`config.mk`:
```
export PLATFORM = sky130hd
export DESIGN_NAME = reg_file_mp_flat
export DESIGN_NICKNAME = d
export VERILOG_FILES = /design/src/rtl/reg_file_mp_if.sv /design/src/rtl/reg_file_mp.sv /design/src/flat_wrapper.sv
export SDC_FILE = /design/constraint.sdc
export NUM_CORES = 1
export LEC_CHECK = 0
export CORE_MARGIN = 2
export CORE_UTILIZATION = 30
export DETAILED_ROUTE_END_ITERATION = 8
export MAX_ROUTING_LAYER = met4
export PLACE_DENSITY = 0.48
export SLEW_MARGIN = 20
export SYNTH_ARGS = -nofsm -noshare
export SYNTH_HDL_FRONTEND = slang
export SYNTH_SLANG_ARGS = --single-unit
```
`constraint.sdc`:
```
create_clock -name clk -period 3.6 [get_ports clk]
set_input_delay 0.72 -clock clk [delete_from_list [all_inputs] [get_ports clk]]
set_output_delay 0.72 -clock clk [all_outputs]
set_load 0.02 [all_outputs]
```
`src/rtl/reg_file_mp_if.sv`:
```
// Read/write bus of the multi-port register file; the core side is the master,
// the register file the slave.
interface reg_file_mp_if #(
    parameter int DATA_WIDTH  = 32,
    parameter int REG_NUM     = 32,
    parameter int READ_PORTS  = 2,
    parameter int WRITE_PORTS = 1
);
    localparam int IDX_W = $clog2(REG_NUM);

    logic [READ_PORTS*IDX_W-1:0]       rd_num;
    logic [READ_PORTS*DATA_WIDTH-1:0]  rd_data;
    logic [WRITE_PORTS-1:0]            wr_en;
    logic [WRITE_PORTS*IDX_W-1:0]      wr_num;
    logic [WRITE_PORTS*DATA_WIDTH-1:0] wr_data;
    logic                              init_busy;
    logic                              wr_collision;

    modport master (
        output rd_num, wr_en, wr_num, wr_data,
        input  rd_data, init_busy, wr_collision
    );

    modport slave (
        input  rd_num, wr_en, wr_num, wr_data,
        output rd_data, init_busy, wr_collision
    );
endinterface

```
`src/rtl/reg_file_mp.sv`:
```
// Multi-port register file: combinational reads, prioritised synchronous writes,
// optional zero register and write bypass, hardware clear sweep after reset.
module reg_file_mp #(
    parameter int DATA_WIDTH  = 32,
    parameter int REG_NUM     = 32,
    parameter int READ_PORTS  = 2,
    parameter int WRITE_PORTS = 1,
    parameter bit ZERO_REG    = 1'b1,
    parameter bit BYPASS      = 1'b1
) (
    input logic          clk,
    input logic          rst,
    reg_file_mp_if.slave bus
);
    localparam int               IDX_W    = $clog2(REG_NUM);
    localparam logic [IDX_W:0]   DEPTH    = (IDX_W+1)'(REG_NUM);
    localparam logic [IDX_W-1:0] LAST_IDX = IDX_W'(REG_NUM - 1);

    typedef enum logic {INIT, RUN} state_t;

    state_t                  state_q, state_d;
    logic [IDX_W-1:0]        sweepCnt_q, sweepCnt_d;
    logic                    collision_q, collision_d;
    logic [DATA_WIDTH-1:0]   mem_q [REG_NUM];

    logic [IDX_W-1:0]        wrIdx [WRITE_PORTS];
    logic [DATA_WIDTH-1:0]   wrDat [WRITE_PORTS];
    logic [WRITE_PORTS-1:0]  wrValid;
    logic                    running;

    assign running = (state_q == RUN);

    // A write is valid only in RUN, in range, and not aimed at a hard-wired zero register.
    always_comb begin
        wrValid = '0;
        for (int j = 0; j < WRITE_PORTS; j++) begin
            wrIdx[j]   = bus.wr_num[j*IDX_W +: IDX_W];
            wrDat[j]   = bus.wr_data[j*DATA_WIDTH +: DATA_WIDTH];
            wrValid[j] = running && bus.wr_en[j]
                         && ({1'b0, wrIdx[j]} < DEPTH)
                         && !(ZERO_REG && (wrIdx[j] == '0));
        end
    end

    always_ff @(posedge clk or posedge rst) begin
        if (rst) begin
            state_q     <= INIT;
            sweepCnt_q  <= '0;
            collision_q <= 1'b0;
        end else begin
            state_q     <= state_d;
            sweepCnt_q  <= sweepCnt_d;
            collision_q <= collision_d;
        end
    end

    always_comb begin
        state_d    = state_q;
        sweepCnt_d = sweepCnt_q;
        case (state_q)
            INIT: begin
                if (sweepCnt_q == LAST_IDX) begin
                    state_d    = RUN;
                    sweepCnt_d = '0;
                end else begin
                    sweepCnt_d = sweepCnt_q + 1'b1;
                end
            end
            RUN:     state_d = RUN;
            default: state_d = INIT;
        endcase
    end

    always_comb begin
        collision_d = 1'b0;
        for (int i = 0; i < WRITE_PORTS; i++) begin
            for (int j = i + 1; j < WRITE_PORTS; j++) begin
                if (wrValid[i] && wrValid[j] && (wrIdx[i] == wrIdx[j])) begin
                    collision_d = 1'b1;
                end
            end
        end
    end

    assign bus.init_busy    = (state_q == INIT);
    assign bus.wr_collision = collision_q;

    // Later ports are written last, so the highest enabled port wins a same-index conflict.
    always_ff @(posedge clk) begin
        if (state_q == INIT) begin
            mem_q[sweepCnt_q] <= '0;
        end else begin
            for (int j = 0; j < WRITE_PORTS; j++) begin
                if (wrValid[j]) begin
                    mem_q[wrIdx[j]] <= wrDat[j];
                end
            end
        end
    end

    always_comb begin
        logic [IDX_W-1:0]      rdIdx;
        logic [DATA_WIDTH-1:0] rdVal;
        bus.rd_data = '0;
        rdIdx       = '0;
        rdVal       = '0;
        for (int k = 0; k < READ_PORTS; k++) begin
            rdIdx = bus.rd_num[k*IDX_W +: IDX_W];
            rdVal = '0;
            if (running && ({1'b0, rdIdx} < DEPTH) && !(ZERO_REG && (rdIdx == '0))) begin
                rdVal = mem_q[rdIdx];
                if (BYPASS) begin
                    for (int j = 0; j < WRITE_PORTS; j++) begin
                        if (wrValid[j] && (wrIdx[j] == rdIdx)) begin
                            rdVal = wrDat[j];
                        end
                    end
                end
            end
            bus.rd_data[k*DATA_WIDTH +: DATA_WIDTH] = rdVal;
        end
    end
endmodule

```
`src/flat_wrapper.sv`:
```
// flat-port wrapper written by rule: the top's interface ports become plain ports
module reg_file_mp_flat 
#(
    parameter int DATA_WIDTH  = 32,
    parameter int REG_NUM     = 32,
    parameter int READ_PORTS  = 2,
    parameter int WRITE_PORTS = 1,
    parameter bit ZERO_REG    = 1'b1,
    parameter bit BYPASS      = 1'b1
)
  (clk, rst, bus_rd_num, bus_wr_en, bus_wr_num, bus_wr_data, bus_rd_data, bus_init_busy, bus_wr_collision);
  reg_file_mp_if #(.DATA_WIDTH(DATA_WIDTH), .REG_NUM(REG_NUM), .READ_PORTS(READ_PORTS), .WRITE_PORTS(WRITE_PORTS)) bus_i ();
  input logic clk;
  input logic rst;
  input wire logic [$bits(bus_i.rd_num)-1:0] bus_rd_num;
  input wire logic [$bits(bus_i.wr_en)-1:0] bus_wr_en;
  input wire logic [$bits(bus_i.wr_num)-1:0] bus_wr_num;
  input wire logic [$bits(bus_i.wr_data)-1:0] bus_wr_data;
  output wire logic [$bits(bus_i.rd_data)-1:0] bus_rd_data;
  output wire logic [$bits(bus_i.init_busy)-1:0] bus_init_busy;
  output wire logic [$bits(bus_i.wr_collision)-1:0] bus_wr_collision;
  assign bus_i.rd_num = bus_rd_num;
  assign bus_i.wr_en = bus_wr_en;
  assign bus_i.wr_num = bus_wr_num;
  assign bus_i.wr_data = bus_wr_data;
  assign bus_rd_data = bus_i.rd_data;
  assign bus_init_busy = bus_i.init_busy;
  assign bus_wr_collision = bus_i.wr_collision;
  reg_file_mp #(.DATA_WIDTH(DATA_WIDTH), .REG_NUM(REG_NUM), .READ_PORTS(READ_PORTS), .WRITE_PORTS(WRITE_PORTS), .ZERO_REG(ZERO_REG), .BYPASS(BYPASS)) u_core (.clk(clk), .rst(rst), .bus(bus_i));
endmodule
```
Word-level counts from Yosys, hierarchy flattened
Memory sizes are Yosys's and may differ from the RTL's.
Cells that the tools add are included.
- multiply operators: 0
- add/subtract/negate cells: 1
- shifts and indexed selects: 0
- $lt $le $gt $ge: 0
- bitwise operators: 1
- div/mod/pow operators: 0
- multiplexer cells: 14
- eq/ne operators: 3
- reductions and logical operators: 13
- operators with widths (kind ; count):
    $mux W32 ; 5
    $reduce_or A32 Y1 ; 1
    $logic_not A5 Y1 ; 3
    $eq A5 B5 Y1 ; 2
    $mux W5 ; 2
    $logic_and A1 B1 Y1 ; 6
    $mux W1 ; 6
    $add A5 B1 Y5 const B ; 1
    $eq A5 B5 Y1 const B ; 1
    $logic_not A1 Y1 ; 3
    $pmux W1 S2 ; 1
    $not A1 Y1 ; 1
- output and inout bits: 66
- word-level logic and storage cells: 35
- ROM bits: 0
- latch bits: 0
- flip-flop bits (word level): 6
- memories: 1
- RAM bits: 1024
- memories (name ; words ; bits a word ; rd ports ; clocked after memory_dff ; wr ports ; RTL line ; text):
    u_core.mem_q ; 32 ; 32 ; 2 ; 0 ; 1 ; reg_file_mp.sv:24 ; logic [DATA_WIDTH-1:0] mem_q [REG_NUM];

Longest topological paths before layout
- depth after elaboration: 8
- depth in mapped cells: 10
- gate-level depth less buffers: 6

Least setup slack after synthesis
OpenSTA, ideal clock, no wires.
- path kind: input -> register
- start point: in bus_wr_num[4]
- end point: mem u_core.mem_q[19][0], enable pin
- arrival time: 3.627 ns
- path slack: -0.448 ns
- buffers on the path: 2
- stages on the path: 7
- path through: buf_2 -> or4_4 -> o21a_1 -> mux2i_1 -> or2_2 -> buf_2 -> nor2_1
- longest elaborated chain between the ends: 8
- ends and longest elaborated chain (element ; RTL line ; text):
    start: declaration ; flat_wrapper.sv:17 ; input wire logic [$bits(bus_i.wr_num)-1:0] bus_wr_num;
    $logic_not A5 Y1 ; reg_file_mp.sv:41 ; && !(ZERO_REG && (wrIdx[j] == '0));
    $logic_not A1 Y1 ; reg_file_mp.sv:41 ;
    $logic_and A1 B1 Y1 ; reg_file_mp.sv:41 ;
    $mux W1 ; reg_file_mp.sv:94 ; if (wrValid[j]) begin
    $mux W1 ; reg_file_mp.sv:90 ; if (state_q == INIT) begin
    $mux W1 (implied by the code) ; reg_file_mp.sv:95 ; mem_q[wrIdx[j]] <= wrDat[j];
    $reduce_or A32 Y1 (no line) ; n/a ;
    $mux W5 (no line) or $mux W1 (tied branches) ; n/a ;
    end: declaration ; reg_file_mp.sv:24 ;
Parallel ways exist; a longest one is shown, timed or not.

Final worst setup path
- start point: in bus_rd_num[5]
- end point: out bus_rd_data[46]
- longest elaborated chain between the ends: 4
- ends and longest elaborated chain (element ; RTL line ; text):
    start: declaration ; flat_wrapper.sv:15 ; input wire logic [$bits(bus_i.rd_num)-1:0] bus_rd_num;
    parallel branches: the longest is 3 deep, another holds $mem_v2 Z32 W32 ; n/a ;
    $mux W32 (*) ; reg_file_mp.sv:110 ; if (running && ({1'b0, rdIdx} < DEPTH) && !(ZERO_REG && (rdIdx == '0))) begin
    end: declaration ; flat_wrapper.sv:19 ; output wire logic [$bits(bus_i.rd_data)-1:0] bus_rd_data;
Every way passes the cells marked *.

==> impl_results.md <==
- Mean Syn Cell Area: 18.5 um^2
- CP Max Fanout: 7
- Hold Path Class: in -> async
- Setup CP Type: in -> out
- Tmin final: 3.62 ns
- Post-synthesis async set-or-reset flop share: 0.00583
- Sequential share of the synthesized area: 0.633
- Failing checks: negative setup slack
- Die width: 407 um
- Status: complete, but fails checks
- Mapped Area: 48800 um^2
- Final setup violation count: 1
- First-pass GRT wire length: between 200000 and 300000 um
- Pins Over Slew Limit: 0
- CP Cell Sequence: buf_16 > buf_12 > xnor2_2 > nand2_1 > buf_6 > o311ai_4 > buf_12 > buf_16 > buf_12 > a21oi_4 > buf_4 > a211o_1 > buf_6
- DRT Pass-1 Iters: 6
- Worst IR drop on VDD: 0.372 mV
- Lkg Pwr: 0.0227 uW
- Post-synth EDFFs: 1024
- Clock-pin transition on the worst setup and hold timing paths: roughly 0.06 ns
- Sw frac: 0.240
- Sequential Power Share: 0.471
- Post-Synthesis Cells: 2641
- Post-detail-place hpwl: approximately 120000 um
- Most common cell after layout, fill and taps aside: edfxtp_1
- Int Pwr: between 20000 and 25000 uW
- Number of CTS-inserted buffers: between 100 and 150
- Area share of the largest cell type after synthesis: 0.630
- Placement Rows: between 100 and 150
- Syn_nets: 2693
- Non-Filler Instances: 5478
- Endpoints failing hold: 0
- Most frequent cells in the layout: edfxtp_1 (1024), mux4_2 (382), buf_4 (364), mux2i_1 (276), buf_12 (164)
- Critical path's top delay family: buffers and inverters
- H-tree depth: 3
- Initial DRC Count: 3833
- Hold buffer count at cts: 0
- Die ar.: roughly 170000 um^2
- Final period utilization: 1.01
- Fmax: 276 MHz
- Synth warn: 0
- Top Ports: roughly 120
- Relative slew slack: 0.592
- Overall fraction of global-route tracks in use: 0.226
- CP arrival: 2.90 ns
- Port bufs: about 110
- Routed len/inst: 33.8 um
- Non-Filler Cell Area, Final: 62900 um^2
- Vias per cell: about 5.7
- Req. time, crit path: 2.88 ns
- Routing usage on met2: 0.372
- Die H: ~400 um
- Area growth, synth to finish: 28.9%
- Max Cap Violations: 0
- WL final: 185000 um
- Initial antenna violation count: 3
- Critical path capture point type: output port
- Core box area: 162000 um^2
- Cell taking the most area after synthesis: edfxtp_1
- Cell variety after synth: 60
- Clock Latency Late Sink: 0.73 ns
- Clock Skew: about 0.021 ns
- Vias in the first global route: 32.3k
- Largest net degree at the start of global routing: 46
- Combinational share of power: 0.115
- Nets@finish: 3261
- Critical path buffers and inverters: 8
- CP most frequent cell: buf_12
- Area after DPL: 57500 um^2
- Synth top area cells: edfxtp_1 (63%), mux4_2 (18%), mux2i_1 (5.7%)
- Final WS setup: -0.0197 ns
- Share of layout cells above drive strength 1: 0.419
- Worst Setup Start Kind: primary input
- Root Buffer: clkbuf_16
- Routability Congestion: a little under 0.9
- Detailed-route via count: 31.3k
- CP max stage delay: about 0.30 ns
- Starting density of the core: 0.301
- CTS tree: done
- RSZ-0062 raised after global routing: yes
- GRT met1 Usage: 0.291
- Busiest grt layer: met2
- Synth Flop Type: edfxtp_1
- Final ANT Viol Nets: 0
- Met3 Use GR: 0.0274
- Clk buf depth: 3
- Cells after DPL: 5198
- PwrDens: 446 nW/um^2
- Clock net sink count: approximately 1.0k
- Worst-Margin Slew: 0.612 ns
- CP max-delay cell: a211o_1
- Drt drc: 0
- Overflow after GRT: 0
- #FFs+latches synth: 1030
- Switching power total: 6730 uW
- Clk pwr share: 0.414
[worst register-to-register path: stages, from the launching register on]
cell and delay, ns:
dfrtp_1 0.36, and2_4 0.17, o21ai_4 0.06, buf_4 0.17
a22oi_1 0.49, nand2_1 0.40, nor2_4 0.22, buf_12 0.38
[synthesized netlist by cell type, types with 26 or more instances]
library cell and instances:
mux4_2 381, a211o_1 33, o21bai_1 32, nor2b_1 39, nor2_1 39, a211oi_1 72, and2_1 34, buf_4 26
nand2_1 32, buf_2 96, o22ai_1 32, a22o_1 43, a221oi_1 64, edfxtp_1 1024, a22oi_1 79, clkbuf_1 73
a21oi_1 55, mux2i_1 276
[cells by family after synthesis]
| group | Yosys count | synth area share |
|---|---|---|
| xor+xnor | 10 | 0.00179 |
| compound gates | 509 | 0.0813 |
| other cells | 1 | 0.0000768 |
| simple gates | 185 | 0.0200 |
| buf+inv | 228 | 0.0252 |
| fa+ha+maj | 2 | 0.000512 |
| flops | 1030 | 0.633 |
| mux | 676 | 0.238 |
[repair_timing]
item                                   in CTS  in global routing
buffers inserted                           52                 30
endpoints found under the hold margin       0                  0
pin swaps                                  42                 20
gates resized for setup                   435                 77
cloned                                      7                  1
setup endpoints to repair                  64                 42
[power by group through the flow]
stage          sequential [uW]  clock [uW]  combinational [uW]
6_report                 13200       11600                3220
2_1_floorplan            13500           0                1470
4_1_cts                  13200       11800                3160
5_1_grt                  13200       12200                3350
3_5_place_dp             13500           0                2990
3_3_place_gp             13500           0                2970
[stage by stage]
stage | setup WS [ns] | util | total power [uW] | hold WS (ns) | TNS (ns)
final | -0.0197 | 0.388 | 28100 | 0.216 | -0.0197
after global routing | -0.0400 | 0.388 | 28800 | 0.245 | -0.193
after CTS | -0.00784 | 0.385 | 28200 | 0.177 | -0.00784
after detailed placement | -0.910 | 0.355 | 16500 | 0.617 | -46.29
after global placement | -0.919 | 0.355 | 16400 | 0.580 | -45.97
after floorplan | -0.448 | - | 15000 | 0.511 | -209.54
[registers in the layout (all words and copies together), names as in the netlist]
register,count
u_core.sweepCnt_q,5
u_core.running,1
u_core.mem_q,1024
[layer usage]
layer | vias to the layer above | part of all wire
met5 | - | 0
met4 | 0 | 0.033
met3 | 312 | 0.061
met2 | 1442 | 0.50
met1 | 16978 | 0.41
li1 | 12599 | -
[worst paths after layout]
path                                                    end  depth (start not counted)                             start  slack [ns]
max                                         bus_rd_data[46]                         13                     bus_rd_num[5]       -0.02
min                        u_core.sweepCnt_q[0]$_DFFE_PP0N_                          2                               rst        0.22
max reg2reg                  u_core.mem_q[17][10]$_DFFE_PP_                          7          u_core.running$_DFF_PP0_        0.96
min reg2reg                u_core.sweepCnt_q[3]$_DFFE_PP0N_                          1  u_core.sweepCnt_q[3]$_DFFE_PP0N_        0.63
max in group asynchronous  u_core.sweepCnt_q[3]$_DFFE_PP0N_                          2                               rst        3.19
min in group clk           u_core.sweepCnt_q[3]$_DFFE_PP0N_                          1  u_core.sweepCnt_q[3]$_DFFE_PP0N_        0.63
[final cells by class]
type / instances / area, um^2
Timing Repair Buffer: 681 / 7840
Inverter: 4 / 18.8
Tap cell: 2175 / 2720
Antenna cell: 1 / 2.50
Clock inverter: 84 / 816
Clock buffer: 120 / 2830
Sequential cell: 1030 / 30900
Fill cell: 14737 / 99300
Multi-Input combinational cell: 1383 / 17800
(Power assumes the default switching activity.)
==> RTL edit 1, RTL diff (same settings) <==
`DATA_WIDTH` is set to 32 in 3 places; all go to 40.
--- a/src/rtl/reg_file_mp_if.sv
+++ b/src/rtl/reg_file_mp_if.sv
@@ -1,7 +1,7 @@
 // Read/write bus of the multi-port register file; the core side is the master,
 // the register file the slave.
 interface reg_file_mp_if #(
-    parameter int DATA_WIDTH  = 32,
+    parameter int DATA_WIDTH  = 40,
     parameter int REG_NUM     = 32,
     parameter int READ_PORTS  = 2,
     parameter int WRITE_PORTS = 1
--- a/src/rtl/reg_file_mp.sv
+++ b/src/rtl/reg_file_mp.sv
@@ -1,7 +1,7 @@
 // Multi-port register file: combinational reads, prioritised synchronous writes,
 // optional zero register and write bypass, hardware clear sweep after reset.
 module reg_file_mp #(
-    parameter int DATA_WIDTH  = 32,
+    parameter int DATA_WIDTH  = 40,
     parameter int REG_NUM     = 32,
     parameter int READ_PORTS  = 2,
     parameter int WRITE_PORTS = 1,
--- a/src/flat_wrapper.sv
+++ b/src/flat_wrapper.sv
@@ -1,7 +1,7 @@
 // flat-port wrapper written by rule: the top's interface ports become plain ports
 module reg_file_mp_flat 
 #(
-    parameter int DATA_WIDTH  = 32,
+    parameter int DATA_WIDTH  = 40,
     parameter int REG_NUM     = 32,
     parameter int READ_PORTS  = 2,
     parameter int WRITE_PORTS = 1,
Interface: changed (resized bus_rd_data and bus_wr_data); port bits go from 116 to 140. The function was not compared with the original's and may differ.
==> RTL edit 1 against the original RTL <==
- the flow still finishes with violations (negative setup slack)
- non-clock buffer count grew 202
- final area up 25%
- synthesized area increased by 24%
- via count up 24%
- sequential share of layout area fell by 0.095 points
- wire length up 27%
- worst setup slack got worse by 0.0082 ns
- sequential cell count rose by 256
- power up 26%
- register-to-register slack better by 0.05 ns
- critical path type unchanged
- highest routed layer unchanged
==> RTL edit 1: results <==
export IMPL_status="complete, but fails checks"
export IMPL_violations="negative setup slack"
export IMPL_max_stage_delay_ns=0.50
export IMPL_post_cts_buffers=91
export IMPL_largest_register_ffs=1280
export IMPL_pwr_share_clk_pct=41.5
export IMPL_setup_slack_ns=-0.0280
export IMPL_htree_levels=4
export IMPL_synth_xor_area_share_pct=0.145
export IMPL_powerClk_w=0.0146
export IMPL_synth_area_mux_share_pct=24.6
export IMPL_nets=4065
export IMPL_grt_pass1_wl_um=319000
export IMPL_dp_slack_ns=-0.935
export IMPL_insertion_delay_ns=0.80
export IMPL_power_switching_w=0.00865
export IMPL_rr_endpoint="u_core.mem_q[24][32]$_DFFE_PP_"
export IMPL_tightest_slew_ns=0.595
export IMPL_cts_buffers=146
export IMPL_syn_nets=3318
export IMPL_synth_area_top_cells="edfxtp_1, mux4_2, mux2i_1"
export IMPL_cp_max_fo=12
export IMPL_post_cts_resized=498
export IMPL_synth_compound_area_share_pct=7.16
export IMPL_routed_wl_um=235000
export IMPL_crit_slowest_cell="mux4_2"
export IMPL_drive_gt1_share_pct=42.6
export IMPL_setup_viol=3
export IMPL_synth_edff_count=1280
export IMPL_io_buffers=138
export IMPL_syn_to_final_growth_pct=30.2
export IMPL_yosysSeqAreaShare_pct=63.8
## RTL edit 1: cell types whose count changed after synthesis, sizes merged, moves of 29 or more
| cell | unedited run | this run |
|---|---|---|
| o22ai | 32 | 1 |
| nor2 | 41 | 80 |
| a221o | 0 | 76 |
| edfxtp | 1024 | 1280 |
| mux4 | 386 | 483 |
| a211o | 33 | 0 |
| o21ai | 19 | 48 |
| o21bai | 32 | 0 |
| mux2i | 276 | 355 |
| a22o | 43 | 2 |
| clkbuf | 73 | 137 |
| o221ai | 11 | 76 |
## RTL edit 1: cell type report
cell class              count  area, um2  share of cell area, %
clock buffers             175       3780                   4.80
clock inverters            92        823                   1.05
inverters                   6       27.5                 0.0350
multi-input cells        1682      21600                   27.5
flip-flops and latches   1286      38600                   49.0
well taps                2656       3320                   4.22
repair buffers            883      10600                   13.4
## RTL edit 1: critical path, delay by kind of cell
| family | cells | cell delay (ns) |
|---|---|---|
| muxes | 2 | 0.77 |
| buffers and inverters | 5 | 0.72 |
| AOI/OAI and AO/OA | 2 | 0.68 |
## RTL edit 1: per-layer routing
layer / vias up / part of all wire [%] / wire (um) / GRT usage (%)
met5: - / 0 / 0 / -
li1: 15700 / - / - / -
met2: 1783 / 49 / 116000 / 37.9
met3: 375 / 6.5 / 15200 / 3.27
met1: 21000 / 40 / 94300 / 29.0
met4: 0 / 4.0 / 9450 / 8.26
## RTL edit 1: worst min-delay path by stage
stage	end	cells past startpoint
after floorplan	u_core.running$_DFF_PP0_	1
after global placement	u_core.sweepCnt_q[3]$_DFFE_PP0N_	1
after detailed placement	u_core.sweepCnt_q[3]$_DFFE_PP0N_	1
after CTS	u_core.sweepCnt_q[4]$_DFFE_PP0N_	2
after global routing	u_core.sweepCnt_q[4]$_DFFE_PP0N_	2
final	u_core.sweepCnt_q[4]$_DFFE_PP0N_	2
==> RTL edit 2, RTL diff (same flow settings) <==
Without the edit above. Make the reset (`rst`) synchronous in one clocked block.
--- a/src/rtl/reg_file_mp.sv
+++ b/src/rtl/reg_file_mp.sv
@@ -42,7 +42,7 @@
         end
     end
 
-    always_ff @(posedge clk or posedge rst) begin
+    always_ff @(posedge clk) begin
         if (rst) begin
             state_q     <= INIT;
             sweepCnt_q  <= '0;
Function: no difference found for any inputs over 4 cycles, from zero or initial values and one cycle with rst high; that may be too few to reach the edited logic, so the function may still have changed.
==> RTL edit 2 against the original RTL <==
- the run still ends with negative setup slack left
- first-iteration DRC count fell by 0.99%
- synthesized area shrank 0.60%
- largest cell class unchanged
- hold slack improved by 0.38 ns
- synthesized cell count shrank 1.3%
- sequential power is essentially flat
- critical endpoint is now bus_rd_data[51]
- sequential cell count did not move
- largest power group unchanged
- via count up 1.6%
- fmax down 0.41%
- clock power grew 3%
- worst setup slack worse by 0.015 ns
- final area fell by 0.24%
- power fell by 0.73%
- wire length rose by 4.0%
==> RTL edit 2: results <==
export IMPL_wl_met3_um=13700
export IMPL_violations="negative setup slack"
export IMPL_hpwl_um=123000
export IMPL_syn_nets=2658
export IMPL_nets=3260
export IMPL_grt_use_met1_pct=31.2
export IMPL_setup_slack_ns=-0.0348
export IMPL_vias=31800
export IMPL_vias_per_cell=5.82
export IMPL_grt_pass1_wl_um=265000
export IMPL_antenna_found_initial=8
export IMPL_hold_class="reg2reg"
export IMPL_status="complete, but fails checks"
export IMPL_placed_area_mm2=0.0572
export IMPL_buffers_excl_clock=709
export IMPL_crit_slowest_cell="a221oi_4"
export IMPL_routed_wl_um=193000
export IMPL_synth_area_top_cells="edfxtp_1, mux4_2, mux2i_1"
export IMPL_rr_endpoint="u_core.mem_q[3][1]$_DFFE_PP_"
export IMPL_multi_input_gates=1342
export IMPL_max_stage_delay_ns=0.47
export IMPL_syn_to_final_growth_pct=29.4
export IMPL_place_gp_congestion=0.895
export IMPL_powerClk_w=0.0120
export IMPL_yosysUniqueCellTypes=53
export IMPL_seq_share_pct=49.2
export IMPL_async_flop_share_pct=0
export IMPL_r2r_start="u_core.running$_SDFF_PP0_"
export IMPL_grt_max_degree=33
export IMPL_cts_buffers=116
export IMPL_critPathLaunch="bus_rd_num[6]"
export IMPL_cp_endpoint="bus_rd_data[51]"
export IMPL_slew_headroom_pct=29.7
export IMPL_place_inst=5174
export IMPL_grt_use_met3_pct=3.58
export IMPL_dr_wl_met2_um=93300
export IMPL_num_fill_cells=14500
export IMPL_synth_common_cells="edfxtp_1, mux4_2, mux2i_1"
export IMPL_setup_viol=3
export IMPL_power_switching_w=0.00654
export IMPL_clock_area_share_pct=6.04
export IMPL_die_area_mm2=0.165
export IMPL_leakagePower_nw=22.6
## RTL edit 2: cell count changes in the layout (fill, tap and decap cells not counted), sizes merged, moves of 22 or more
cell    delta
a22oi     +76
a21oi     +27
mux4      +22
mux2i     -38
nor2b     -34
clkbuf    +27
## RTL edit 2: cell families (layout without fill, tap and decap cells)
family,after synthesis,in the layout,synth area share [%]
buffers and inverters,234,934,2.60
muxes,648,648,23.9
and+or+nand+nor,153,153,1.55
AOI/OAI and AO/OA,528,528,8.13
adders and majority gates,2,2,0.0515
xor gates and xnor gates,10,10,0.180
other,1,3,0.00773
DFF,1030,1030,63.6
## RTL edit 2: repair_timing
item,4_1_cts,5_1_grt
endpoints found under the setup margin,64,57
pin swaps,20,25
buffers inserted,39,25
cloned,11,2
resized for setup,265,122
